$ cat src/rtl/fetch_sequencer.sv
// rtl/fetch_sequencer.sv - fetch stage PC owner, single-outstanding imem reader and decode FIFO (optional FETCH_PERF_EN counters)
module fetch_sequencer #(
    parameter int                 ADDR_W    = 64,
    parameter int                 INSTR_W   = 32,
    parameter logic [ADDR_W-1:0]  RESET_PC  = '0,
    parameter int                 BUF_DEPTH = 2
) (
    input  logic               clk,
    input  logic               reset,
    input  logic               run,
    input  logic               pc_src,
    input  logic [ADDR_W-1:0]  branch_target,
    output logic               mem_req,
    output logic [ADDR_W-1:0]  mem_addr,
    input  logic               mem_ack,
    input  logic [INSTR_W-1:0] mem_rdata,
    output logic               instr_valid,
    output logic [INSTR_W-1:0] instruction,
    output logic [ADDR_W-1:0]  instr_pc,
    input  logic               instr_ready,
    output logic [ADDR_W-1:0]  cur_pc,
    output logic [31:0]        stall_cnt,
    output logic [31:0]        flush_cnt
);

    localparam int                PTR_W   = (BUF_DEPTH > 1) ? $clog2(BUF_DEPTH) : 1;
    localparam int                CNT_W   = PTR_W + 1;
    localparam logic [CNT_W-1:0]  DEPTH_C = CNT_W'(BUF_DEPTH);
    localparam logic [ADDR_W-1:0] PC_STEP = ADDR_W'(4);

    typedef enum logic [1:0] {
        S_IDLE,
        S_REQ,
        S_WAIT,
        S_DROP
    } state_t;

    state_t              state_q, state_d;
    logic [ADDR_W-1:0]   pc_q, pc_d;
    logic                req_q, req_d;
    logic [ADDR_W-1:0]   addr_q, addr_d;

    logic [ADDR_W-1:0]   buf_pc    [BUF_DEPTH];
    logic [INSTR_W-1:0]  buf_instr [BUF_DEPTH];
    logic [PTR_W-1:0]    rd_ptr_q, wr_ptr_q;
    logic [CNT_W-1:0]    count_q;
    logic [CNT_W-1:0]    count_after_push;

    logic                push;
    logic                pop;

    assign instr_valid = (count_q != '0);
    assign instruction = buf_instr[rd_ptr_q];
    assign instr_pc    = buf_pc[rd_ptr_q];
    assign mem_req     = req_q;
    assign mem_addr    = addr_q;
    assign cur_pc      = pc_q;

    // A redirect flushes the FIFO, so it also cancels any pop in that cycle.
    assign pop              = instr_valid & instr_ready & ~pc_src;
    assign count_after_push = count_q + CNT_W'(1) - CNT_W'(pop);

    // State, PC and request registers.
    always_ff @(posedge clk or negedge reset) begin
        if (!reset) begin
            state_q <= S_IDLE;
            pc_q    <= RESET_PC;
            req_q   <= 1'b0;
            addr_q  <= '0;
        end else begin
            state_q <= state_d;
            pc_q    <= pc_d;
            req_q   <= req_d;
            addr_q  <= addr_d;
        end
    end

    // Next-state, next-PC and push decision; request is registered so it is stable until ack.
    always_comb begin
        state_d = state_q;
        pc_d    = pc_q;
        push    = 1'b0;
        case (state_q)
            S_IDLE: begin
                if (pc_src) begin
                    pc_d    = branch_target;
                    state_d = run ? S_REQ : S_IDLE;
                end else if (run && (count_q < DEPTH_C)) begin
                    state_d = S_REQ;
                end
            end
            S_REQ: begin
                if (pc_src) begin
                    pc_d    = branch_target;
                    state_d = run ? S_REQ : S_IDLE;
                end else begin
                    state_d = S_WAIT;
                end
            end
            S_WAIT: begin
                if (pc_src) begin
                    pc_d = branch_target;
                    if (mem_ack) begin
                        state_d = run ? S_REQ : S_IDLE;
                    end else begin
                        state_d = S_DROP;
                    end
                end else if (mem_ack) begin
                    push    = 1'b1;
                    pc_d    = pc_q + PC_STEP;
                    state_d = (run && (count_after_push < DEPTH_C)) ? S_REQ : S_IDLE;
                end
            end
            S_DROP: begin
                if (pc_src) begin
                    pc_d = branch_target;
                end
                if (mem_ack) begin
                    state_d = run ? S_REQ : S_IDLE;
                end
            end
            default: begin
                state_d = S_IDLE;
            end
        endcase
        req_d  = (state_d != S_IDLE);
        addr_d = (state_d == S_REQ) ? pc_d : addr_q;
    end

    // Instruction FIFO; flush on redirect has priority over push and pop.
    always_ff @(posedge clk or negedge reset) begin
        if (!reset) begin
            rd_ptr_q <= '0;
            wr_ptr_q <= '0;
            count_q  <= '0;
            for (int i = 0; i < BUF_DEPTH; i++) begin
                buf_pc[i]    <= '0;
                buf_instr[i] <= '0;
            end
        end else if (pc_src) begin
            rd_ptr_q <= '0;
            wr_ptr_q <= '0;
            count_q  <= '0;
        end else begin
            if (push) begin
                buf_pc[wr_ptr_q]    <= pc_q;
                buf_instr[wr_ptr_q] <= mem_rdata;
                wr_ptr_q            <= wr_ptr_q + PTR_W'(1);
            end
            if (pop) begin
                rd_ptr_q <= rd_ptr_q + PTR_W'(1);
            end
            count_q <= count_q + CNT_W'(push) - CNT_W'(pop);
        end
    end

`ifdef FETCH_PERF_EN
    logic [31:0] stall_q, flush_q;
    logic        drop_resp;
    logic [33:0] flush_sum;

    // Only a redirect taken in WAIT abandons an in-flight response; DROP already counted it.
    assign drop_resp = pc_src && (state_q == S_WAIT);
    assign flush_sum = {2'b00, flush_q} + 34'(count_q) + 34'(drop_resp);

    // Saturating stall and flush counters.
    always_ff @(posedge clk or negedge reset) begin
        if (!reset) begin
            stall_q <= '0;
            flush_q <= '0;
        end else begin
            if (instr_valid && !instr_ready && (stall_q != 32'hFFFF_FFFF)) begin
                stall_q <= stall_q + 32'd1;
            end
            if (pc_src) begin
                flush_q <= (flush_sum > 34'h0_FFFF_FFFF) ? 32'hFFFF_FFFF : flush_sum[31:0];
            end
        end
    end

    assign stall_cnt = stall_q;
    assign flush_cnt = flush_q;
`else
    assign stall_cnt = '0;
    assign flush_cnt = '0;
`endif

endmodule

$ cat config.mk
export PLATFORM = sky130hd
export DESIGN_NAME = fetch_sequencer
export DESIGN_NICKNAME = d
export VERILOG_FILES = /design/src/rtl/fetch_sequencer.sv
export SDC_FILE = /design/constraint.sdc
export NUM_CORES = 1
export LEC_CHECK = 0
export ABC_AREA = 1
export BUFFER_PORTS_ARGS = -buffer_cell sky130_fd_sc_hd__buf_2
export CELL_PAD_IN_SITES_DETAIL_PLACEMENT = 0
export CELL_PAD_IN_SITES_GLOBAL_PLACEMENT = 1
export CORE_MARGIN = 2
export CORE_UTILIZATION = 39
export CTS_CLUSTER_SIZE = 30
export DETAILED_ROUTE_END_ITERATION = 10
export GPL_TIMING_DRIVEN = 0
export HOLD_SLACK_MARGIN = 0.02
export PLACE_DENSITY = 0.83
export SETUP_SLACK_MARGIN = 0.1
export SLEW_MARGIN = 20
export SYNTH_ARGS = -nofsm -noshare
export SYNTH_HDL_FRONTEND = slang
export SYNTH_SLANG_ARGS = --single-unit
$ cat constraint.sdc
create_clock -name clk -period 2.21 [get_ports clk]
set_clock_uncertainty 0.15 [all_clocks]
set_input_delay 0.221 -clock clk [delete_from_list [all_inputs] [get_ports clk]]
set_output_delay 0.221 -clock clk [all_outputs]
set_load 0.05 [all_outputs]
* Word level (Yosys, flattened, before mapping)
Index checks and enable logic that the tools add are counted.
** Storage, ports and cells
- Register bits :: 327
- Logic and storage cells :: 76
- Input bits :: 102
- Output and inout port bits :: 290
** Cells by class
- Reduce and logical (&&, ||, !) cells :: 10
- Multiplexer cells :: 34
- Bitwise logic cells :: 5
- Eq/ne operators :: 4
- Add/subtract/negate cells :: 7
- Magnitude comparators :: 5
** Operator list (count)
- 64-bit 2-to-1 mux :: 7
- 128-bit bitwise mux :: 1
- 32-bit 2-to-1 mux :: 4
- 64-bit one-hot mux with 2 select lines :: 1
- 64-bit by 3-bit adder with 64-bit output (second input constant) :: 1
- 64-bit bitwise mux :: 1
- 64-bit demux with 1-bit select :: 1
- 32-bit demux with 1-bit select :: 1
- 2-bit 2-to-1 mux :: 8
- 1-bit 2-to-1 mux :: 9
- 2-bit one-hot mux with 4 select lines :: 1
- 2-bit nonzero test :: 4
- 2-bit by 1-bit equality test with 1-bit output (second input constant) :: 2
- 2-bit equality test (second input constant) :: 2
- 2-bit greater-or-equal comparator (second input constant) :: 2
- 2-bit < comparator (second input constant) :: 2
- 1-bit inverter with 2-bit output :: 2
- 2-bit by 1-bit subtractor with 2-bit output :: 2
- 1-bit logical AND :: 3
- 3-bit OR reduction :: 1
- 1-bit adder (second input constant) :: 2
- 2-bit by 1-bit adder with 2-bit output :: 1
- 2-bit by 1-bit adder with 2-bit output (second input constant) :: 1
- 1-bit AND :: 2
- other kinds (4) :: 4

* Logic depth before layout (Yosys ltp)
- Depth after elaboration :: 11
- Mapped depth :: 13
- Gate-level depth less buffers :: 12

* Least setup slack after synthesis
OpenSTA, ideal clock, no wires.
- Kind :: reg-to-output
- Start point :: register rd_ptr_q
- End point :: output port instr_pc[62]
- Arrival :: 2.049 ns
- Cell stages (with the launch flop) :: 6
- Data required time :: 1.839 ns
- Setup slack :: -0.210 ns
- Cell sequence :: dfrtp_1 -> inv_1 -> clkbuf_1 -> clkbuf_1 -> clkbuf_1 -> o21ai_0
** On the way
- Longest elaborated chain between the ends :: 4
** RTL lines
- from (decl) :: RTL line 45 : logic [PTR_W-1:0] rd_ptr_q, wr_ptr_q;
- from (signal assigned) :: RTL line 151 : rd_ptr_q <= rd_ptr_q + PTR_W'(1);
- 1-bit inverter with 2-bit output (not written as such) :: RTL line 54 : assign instr_pc = buf_pc[rd_ptr_q];
- 64-bit 2-to-1 mux (not written as such) (3 in a row) :: RTL line 54
- to (decl) :: RTL line 19 : output logic [ADDR_W-1:0] instr_pc,
Every way passes these cells. The select of a mux whose other input is x is not followed.

* Worst setup path in the final report
- Start point :: register rd_ptr_q
- End point :: output port instr_pc[25]
The elaborated chain is that of the path after synthesis.

==> run metrics <==
max-cap violations=0; Final min period=2.29 ns; dpl cell area=18800 sq um; Finished Cell Area=about 24000 sq um; Worst-path clk slew=roughly 0.06 ns; fin nets=around 2700; CP Buf/Inv Count=5; Synth Cell Area=16100 sq um; grt ovf=0; EDFF count, synth=0; CP Max Fanout=7; DRC Markers=0; WHS=roughly 0.024 ns; Crit path max-delay family=buffers and inverters; Port Buf Inserts=325; critical path's most frequent cell=clkbuf_16; number of global-route vias before repair=15900; commonest non-fill, non-tap cells in the layout=nand2_1 (611), dfrtp_1 (284), buf_2 (243); Die ar.=approximately 43000 sq um; drt pass-1 iters=6; TritonCTS clock tree=built; post-route setup slack=-0.0833 ns; Synth warnings=0; Total Power=about 31 mW; cell taking the most area after synthesis=dfrtp_1; failing checks=negative setup slack; worst-margin pin slew=roughly 1.0 ns; HP Class=in -> async; GP Congestion=between 0.9 and 1; worst endpoint required time=~1.8 ns; synth-to-layout area growth=49.4%; 1st-iter DRT viols=between 1000 and 1500; worst skew pair latency=between 0.5 and 0.6 ns; Core Area=around 41000 sq um; Die Wd=approximately 210 um; total track usage=0.286; Setup violations, final=55; share of the synthesized area in the top cell type=0.508; main flop type after synthesis=dfrtp_1; commonest non-fill, non-tap cell in the layout=nand2_1; max-slew violations=0; Diodes inserted=0; final hold viol count=0; startpoint type of the worst setup path=flop; P per Cell Area=1270 nW/um^2; Synth async-reset ratio=1.00; Finished Layout Cells=~3200; layout cells sized above 1=0.349; hpwl dp=roughly 44000 um; Post-DRT Antenna Nets=0; critical path class=reg -> out; row count=74; WL/cell=approximately 20 um; period utilization=1.04; die height=just over 200 um; routed wire length=between 60000 and 70000 um; Worst VDD drop=slightly above 0.0009 V; H-tree Lvls=2; total CTS buffers=37; Root Driver=clkbuf_16; clock sink count=roughly 330; reg2reg setup slack=0.16 ns; Avg Cell Area, Syn=around 7.9 sq um; first-pass GRT wire length=approximately 95000 um; via count=between 15000 and 20000; leakage power total=between 10 and 15 nW; Netlist cell types=39; via/cell ratio=between 5 and 6; fill cell count=around 3600; starting density of the core=0.395; slew margin rel.=0.321; Post-Synthesis Cells=2037; status=finished with violations; FMAX=0.436 GHz; crit-path cells=inv_2 -> clkbuf_16 -> clkbuf_16 -> clkbuf_16 -> nand2_2 -> o21ai_4 -> buf_6; RSZ-0062 raised after global routing=yes; worst endpoint data arrival time=1.92 ns; slowest cell on the critical path=dfrtp_1; sequential-to-total area share from yosys stat=0.508; largest net degree at the start of global routing=90; Worst path max stage delay=approximately 0.37 ns; CTS Buffer Depth=3; initial antenna violation count=0; CP endpoint kind=output pin; dpl cells=just under 3000; top cells by area, synth=dfrtp_1 (51%), nand2_1 (16%), o21ai_0 (8.5%), inv_1 (4.7%), buf_4 (3.5%); #FFs+latches synth=about 330; I/O pin count=slightly below 400
## registers in the layout, summed over array words and instances, names as in the netlist
signal,cells
count_q,2
buf_instr,64
mem_req,1
rd_ptr_q,1
wr_ptr_q,1
mem_addr,64
buf_pc,128
state_q,2
cur_pc,64
## timing repair
item	CTS	global route
setup buffers	19	27
endpoints found under the hold margin	369	0
setup endpoints to repair	293	257
hold buffers	100	0
gates cloned	12	2
gates resized for setup	516	264
pin swaps	11	17
## metal layers
metal	track usage	vias to the layer above	share of wire
met5	0	-	0
met4	0.102	0	0.032
met3	0.0442	120	0.067
met2	0.473	656	0.48
met1	0.382	7688	0.42
li1	-	7494	-
## layout make-up
class                   instances  area (sq um)  share of cell area
inverters                     208           798              0.0332
plain buffers                 151          1270              0.0527
multi-input cells            1412          7790               0.324
clock inverters                15           144             0.00598
clock buffers                  53          1110              0.0461
flip-flops and latches        327          8240               0.342
well taps                     532           666              0.0277
repair buffers                488          4060               0.169
## cells by family after synthesis
group	share of synthesized area
xor gates and xnor gates	0.00109
AOI/OAI and AO/OA	0.117
other	0.000233
DFF	0.508
muxes	0.0308
and+or+nand+nor	0.233
adders and majority gates	0.00233
buffers and inverters	0.108
## report_power, final
part	switching (mW)	total, mW	leakage [nW]	internal, mW
Sequential	1.42	9.31	3.72	7.89
Combinational	9.81	14.9	7.64	5.07
Clock	2.64	6.39	0.614	3.75
## synth_stat cells, types with 2 or more instances
cell type	count
nand4_1	17
inv_1	201
buf_4	76
o21ai_1	82
nand2_1	704
inv_2	5
mux2_4	33
ha_1	3
nand3_2	3
o21ai_0	273
nor2_2	15
nand3_1	46
buf_6	8
nor2_1	129
nor2_4	3
nand2_4	2
nor3_1	6
o21a_1	2
nand2_2	2
dfrtp_1	327
buf_2	24
clkbuf_1	45
a21oi_1	13
nand3b_1	3
## worst paths after layout
check / depth (start not counted) / endpoint / from
worst max-delay path: 7 / instr_pc[25] / rd_ptr_q
worst min-delay path: 2 / buf_pc[12] / reset
worst max register to register: 8 / buf_pc[98] / state_q[1]
worst min register to register: 2 / mem_addr[63] / mem_addr[63]
max in group asynchronous: 5 / cur_pc[46] / reset
min in group clk: 6 / cur_pc[11] / pc_src
## metrics by stage
stage	util	TNS, ns	worst slack [ns]
after detailed placement	0.460	-119.85	-1.42
after global placement	0.457	-1942.85	-6.18
after CTS	0.564	-3.61	-0.0847
after floorplan	-	-0.439	-0.0135
after global routing	0.589	-6.91	-0.143
final	0.589	-2.30	-0.0833
No activity file was read; power rests on OpenSTA's default activity.
